## src/rtl/pwl_logit_7.sv

```systemverilog
// pwl_logit_7: 7-segment piecewise-linear logit (inverse of the PWL sigmoid).
// Maps a signed Q8.8 probability y_in to a signed Q8.8 logit x_out.
// Three-stage pipeline: segment select, multiply, shift/clamp.
// All stages advance together under a global enable. Bubbles are not collapsed.
// Optional macro PWL_LOGIT_RND_EN: round half up before the final shift.
// When the macro is undefined, the final shift floors.
module pwl_logit_7 #(
  parameter int X_SAT = 1024
) (
  input  logic        clk,
  input  logic        rst_n,
  input  logic        in_valid,
  output logic        in_ready,
  input  logic [15:0] y_in,
  output logic        out_valid,
  input  logic        out_ready,
  output logic [15:0] x_out,
  output logic        sat_out
);

  localparam logic signed [31:0] XS_POS = 32'(X_SAT);
  localparam logic signed [31:0] XS_NEG = -XS_POS;

  logic en;
  logic v1, v2, v3;

  // Stage 1 registers.
  logic        s1_sat, s1_sign;
  logic [7:0]  s1_b;
  logic [12:0] s1_k;
  logic [15:0] s1_y;

  // Stage 2 registers.
  logic        s2_sat, s2_sign;
  logic [31:0] s2_p;

  // Stage 1 combinational results.
  logic signed [15:0] ys;
  logic        sel_sat, sel_sign;
  logic [7:0]  sel_b;
  logic [12:0] sel_k;

  // Stage 2 combinational results.
  logic signed [16:0] d;
  logic [31:0] prod;

  // Stage 3 combinational results.
  logic signed [31:0] pr, sh;
  logic [15:0] x_d;
  logic        sat_d;

  assign en        = !v3 || out_ready;
  assign in_ready  = en;
  assign out_valid = v3;
  assign ys        = y_in;

  // Segment select: signed compares on the incoming probability.
  always_comb begin
    sel_sat  = 1'b0;
    sel_sign = 1'b0;
    sel_b    = '0;
    sel_k    = '0;
    if (ys < 16'sd5) begin
      sel_sat  = 1'b1;
      sel_sign = 1'b1;
    end else if (ys < 16'sd30) begin
      sel_b = 8'd57;
      sel_k = 13'd5041;
    end else if (ys < 16'sd69) begin
      sel_b = 8'd108;
      sel_k = 13'd1680;
    end else if (ys < 16'sd187) begin
      sel_b = 8'd128;
      sel_k = 13'd1111;
    end else if (ys < 16'sd226) begin
      sel_b = 8'd148;
      sel_k = 13'd1680;
    end else if (ys < 16'sd251) begin
      sel_b = 8'd199;
      sel_k = 13'd5041;
    end else begin
      sel_sat = 1'b1;
    end
  end

  // Valid pipeline: all stages advance together when enabled.
  always_ff @(posedge clk or negedge rst_n) begin
    if (!rst_n) begin
      v1 <= 1'b0;
      v2 <= 1'b0;
      v3 <= 1'b0;
    end else if (en) begin
      v1 <= in_valid;
      v2 <= v1;
      v3 <= v2;
    end
  end

  // Stage 1: register the selected segment and the sample.
  always_ff @(posedge clk or negedge rst_n) begin
    if (!rst_n) begin
      s1_sat  <= 1'b0;
      s1_sign <= 1'b0;
      s1_b    <= '0;
      s1_k    <= '0;
      s1_y    <= '0;
    end else if (en) begin
      s1_sat  <= sel_sat;
      s1_sign <= sel_sign;
      s1_b    <= sel_b;
      s1_k    <= sel_k;
      s1_y    <= y_in;
    end
  end

  // Offset from the segment breakpoint, scaled by the inverse slope.
  // The multiply is done on sign-extended operands; the low 32 bits are the
  // signed product regardless of operand signedness.
  always_comb begin
    d    = $signed({s1_y[15], s1_y}) - $signed({9'b0, s1_b});
    prod = {{15{d[16]}}, d} * {19'b0, s1_k};
  end

  // Stage 2: register the product and pass the saturation flags along.
  always_ff @(posedge clk or negedge rst_n) begin
    if (!rst_n) begin
      s2_sat  <= 1'b0;
      s2_sign <= 1'b0;
      s2_p    <= '0;
    end else if (en) begin
      s2_sat  <= s1_sat;
      s2_sign <= s1_sign;
      s2_p    <= prod;
    end
  end

  // Shift back to Q8.8, clamp, and substitute the saturation value.
  always_comb begin
`ifdef PWL_LOGIT_RND_EN
    pr = $signed(s2_p) + 32'sd128;
`else
    pr = $signed(s2_p);
`endif
    sh    = pr >>> 8;
    sat_d = 1'b0;
    x_d   = sh[15:0];
    if (s2_sat) begin
      sat_d = 1'b1;
      x_d   = s2_sign ? XS_NEG[15:0] : XS_POS[15:0];
    end else if (sh > XS_POS) begin
      sat_d = 1'b1;
      x_d   = XS_POS[15:0];
    end else if (sh < XS_NEG) begin
      sat_d = 1'b1;
      x_d   = XS_NEG[15:0];
    end
  end

  // Stage 3: registered outputs.
  always_ff @(posedge clk or negedge rst_n) begin
    if (!rst_n) begin
      x_out   <= '0;
      sat_out <= 1'b0;
    end else if (en) begin
      x_out   <= x_d;
      sat_out <= sat_d;
    end
  end

endmodule
```

## config.mk

```make
export PLATFORM = sky130hd
export DESIGN_NAME = pwl_logit_7
export DESIGN_NICKNAME = d
export VERILOG_FILES = /design/src/rtl/pwl_logit_7.sv
export SDC_FILE = /design/constraint.sdc
export NUM_CORES = 1
export LEC_CHECK = 0
export ABC_CLOCK_PERIOD_IN_PS = 12100
export BUFFER_PORTS_ARGS = -buffer_cell sky130_fd_sc_hd__buf_2
export CAP_MARGIN = 20
export CORE_MARGIN = 10
export CORE_UTILIZATION = 60
export DETAILED_ROUTE_END_ITERATION = 10
export PLACE_DENSITY_LB_ADDON = 0.15
export SLEW_MARGIN = 20
export SYNTH_ARGS = -nofsm -noshare
export SYNTH_HDL_FRONTEND = slang
export SYNTH_SLANG_ARGS = --single-unit
```

## constraint.sdc

```tcl
create_clock -name clk -period 12.1 [get_ports clk]
set_input_delay 0 -clock clk [delete_from_list [all_inputs] [get_ports clk]]
set_output_delay 0 -clock clk [all_outputs]
set_load 0.05 [all_outputs]
```

==> results.txt <==
----------------------------------------------------
[Global routing]
  Antenna violations before repair ... 0
  Grt total ovfl ... 0
  Maximum number of pins on one net before global-route repair ... 76
  Total routing resource utilization after global routing ... 22.8%
  Wire length of the first global-routing pass ... around 44000 µm
  Vias in the first global route ... roughly 8600

[Die]
  Die width ... 154 µm
  Die outline height ... 154 µm
  Number of rows created at floorplan ... between 40 and 50
  DIE AREA ... approximately 24000 µm²
  IO Pins ... 39
  Standard cell core area ... about 17000 µm²
  Effective utilization at floorplan ... between 60 and 70%

[Critical path]
  CP Max Fanout ... 23
  Most frequent cell on the critical path ... sky130_fd_sc_hd__fa_1
  WP data required ... between 10 and 15 ns
  Cell with the largest stage delay on the worst path ... sky130_fd_sc_hd__dfrtp_1
  Endpoint class of the critical path ... register
  CP max stage delay ... 0.85 ns
  Kind of start point of the critical path ... register
  Critical R2R Launch ... s1_b[0]$_DFFE_PN0P_
  Cell family with the largest share of critical-path delay ... adder cells
  Number of cells traversed by the worst register-to-register path ... 28
  Arrival time reported for the critical path endpoint ... 9.61 ns
  Buffer and inverter count on the worst path ... 3
  Worst setup path category ... reg2reg
  Slack of the worst reg-to-reg path ... about 2.7 ns
  Endpoint of the worst-slack reg-to-reg timing path ... pr[30]$_DFFE_PN0P_

[Detailed routing]
  Sum of routed wire length over all layers ... 25900 µm
  Detail Route Antenna Nets ... 0
  Vias per Instance ... 5.48
  Average detailed-routed wire length per instance ... 18.0 µm
  Number of violations reported at the end of detailed-routing iteration 0 ... roughly 460
  DRT Pass-1 Iters ... 5
  Drt drc ... 0
  Vias ... approximately 8000

[Placed design]
  Routability congestion estimate ... between 0.9 and 1
  Hpwl dp ... 20900 µm
  Number of port buffers ... 38

[STA]
  Final cycle utilization of the critical path ... approximately 77%
  Setup violation total in the final timing report ... 0
  Transition time at the pin with the least slew margin ... between 0.9 and 1 ns
  Largest clock skew in the final design ... about 0.0075 ns
  Maximum clock frequency ... ~0.11 GHz
  Unrepaired setup endpoints after global routing ... false
  Post-route minimum period ... approximately 9.4 ns
  Final Hold Vio Count ... 0
  Number of pins with negative max-slew slack in the final report ... 0
  TNS Setup ... 0 ns
  Slew HR ... 35.5%

[Flow run]
  Max-capacitance violation count ... 0

[Hold path]
  Cell depth of the worst hold path ... 5
  Type of the tightest min-delay check ... in2reg
  Beginning of the worst hold path ... out_ready
  Worst Hold End ... s1_y[2]$_DFFE_PN0P_

[Cells and area]
  Nets ... 1499
  Commonest cells after routing, fill and taps aside ... 252 x sky130_fd_sc_hd__inv_1, 171 x sky130_fd_sc_hd__fa_1, 134 x sky130_fd_sc_hd__nand2_1, 101 x sky130_fd_sc_hd__ha_1, 75 x sky130_fd_sc_hd__dfrtp_1
  Layout cell share with drive strength beyond 1 ... ~6.9%
  Area growth from synthesis to layout ... 8.60%
  Most common library cell in the layout ignoring fill and taps ... sky130_fd_sc_hd__inv_1
  Antenna diode instance count ... 0

[Clock tree]
  Clock Path Buffers ... 2
  H-tree levels ... 3
  Clock tree from TritonCTS ... built
  Clk sink count ... 75
  Clock slew at the register clock pins of the worst setup and hold paths ... about 0.060 ns
  Total of cells resized after clock tree synthesis ... 0
  TritonCTS Buffers ... 9
  Buffer cell driving the clock tree root ... sky130_fd_sc_hd__clkbuf_16
  Source-to-sink clock delay at the later pin of the worst-skew pair ... 0.33 ns

[Logic synthesis]
  Number of distinct library cells after synthesis ... 64
  Fraction of registers with async set/reset ... 100%
  Dominant register cell in the synthesized netlist ... sky130_fd_sc_hd__dfrtp_1
  Synthesized instance count ... around 1200
  Yosys reg bits ... 75
  Count of yosys warnings during synthesis ... 0
  Post-Synthesis Net Count ... about 1500
  EDFF count, synth ... 0
  Post-synthesis average cell area ... 9.21 µm²
  Synthesized area ... 10700 µm²
  Sequential area share after synthesis ... between 15 and 20%

[Run status]
  Run status ... finished clean

----------------------------------------------------
==> kinds of logic after synthesis <==
group	Yosys count	synth area share (%)
AO/OA/AOI/OAI	154	9.49
XOR/XNOR	45	3.68
adder cells (fa/ha/maj)	272	43.8
buffers and inverters	285	10.0
flip-flops	75	17.5
multiplexers	5	0.491
AND/OR/NAND/NOR	325	15.0
==> synth_stat cells, types with 15 or more instances <==
cell,count,area [µm²]
sky130_fd_sc_hd__a21oi_1,49,245
sky130_fd_sc_hd__dfrtp_1,75,1880
sky130_fd_sc_hd__clkbuf_1,28,105
sky130_fd_sc_hd__nand2_1,134,503
sky130_fd_sc_hd__xnor2_1,29,254
sky130_fd_sc_hd__and2_1,49,307
sky130_fd_sc_hd__inv_1,252,946
sky130_fd_sc_hd__ha_1,101,1260
sky130_fd_sc_hd__a21o_1,15,113
sky130_fd_sc_hd__fa_1,171,3420
sky130_fd_sc_hd__nor2b_1,22,138
sky130_fd_sc_hd__xor2_1,16,140
sky130_fd_sc_hd__nor2_1,50,188
sky130_fd_sc_hd__o21ai_0,26,130
==> cell type report <==
class,instances,area (µm²)
sequential,75,1880
timing repair buffer,65,440
tap,225,282
inverter,255,960
clock inverter,5,60.1
multi-input combinational,801,7760
fill,1436,5800
clock buffer,11,243
==> tightest hold or removal path, stage by stage <==
cell and delay (ns):
sky130_fd_sc_hd__buf_2 0.10, sky130_fd_sc_hd__nor2b_4 0.03, sky130_fd_sc_hd__buf_4 0.28, sky130_fd_sc_hd__nand2_1 0.12, sky130_fd_sc_hd__nand2_1 0.04
==> routing by layer <==
layer | vias to the layer above | GRT usage (%) | wire (µm)
met1 | 3927 | 28.9 | 11000
li1 | 3728 | - | -
met5 | - | 0 | 0
met2 | 187 | 39.7 | 13200
met4 | 0 | 4.45 | 388
met3 | 27 | 4.57 | 1270
==> worst max-delay path by stage <==
stage / slack [ns] / cells past startpoint / start / endpoint
floorplan: 4.41 / 26 / s1_b[0]$_DFFE_PN0P_ / pr[30]$_DFFE_PN0P_
global placement: 3.17 / 28 / s1_b[0]$_DFFE_PN0P_ / pr[30]$_DFFE_PN0P_
detailed placement: 2.73 / 28 / s1_b[0]$_DFFE_PN0P_ / pr[30]$_DFFE_PN0P_
CTS: 2.70 / 28 / s1_b[0]$_DFFE_PN0P_ / pr[30]$_DFFE_PN0P_
global route: 2.09 / 28 / s1_b[0]$_DFFE_PN0P_ / pr[30]$_DFFE_PN0P_
finish: 2.73 / 28 / s1_b[0]$_DFFE_PN0P_ / pr[30]$_DFFE_PN0P_
==> flip-flops by register name, indices dropped and copies added (netlist names) <==
register / cells
x_out: 16
v2: 1
s1_sign: 1
s2_sign: 1
s1_y: 16
s1_sat: 1
s1_k: 5
s2_sat: 1
s1_b: 7
v1: 1
out_valid: 1
pr: 23
sat_out: 1
==> stage by stage <==
step / setup slack [ns] / instances / util [%] / cell area (µm²) / hold WS [ns]
floorplan: 4.41 / 1161 / - / 10700 / -0.296
global placement: 3.17 / 1403 / 63.9 / 11100 / 0.198
detailed placement: 2.73 / 1403 / 63.9 / 11100 / 0.199
CTS: 2.70 / 1437 / 66.7 / 11600 / 0.278
global route: 2.09 / 1437 / 66.7 / 11600 / 0.306
finish: 2.73 / 1437 / 66.7 / 11600 / 0.282
==> timing repair <==
item	4_1_cts	5_1_grt
hold endpoints to repair	92	0
hold buffers	18	0
buffers inserted	0	0
Power is left out: the tool's default activity adds up to more than one toggle a clock period on the data nets, which glitch-free logic cannot reach.
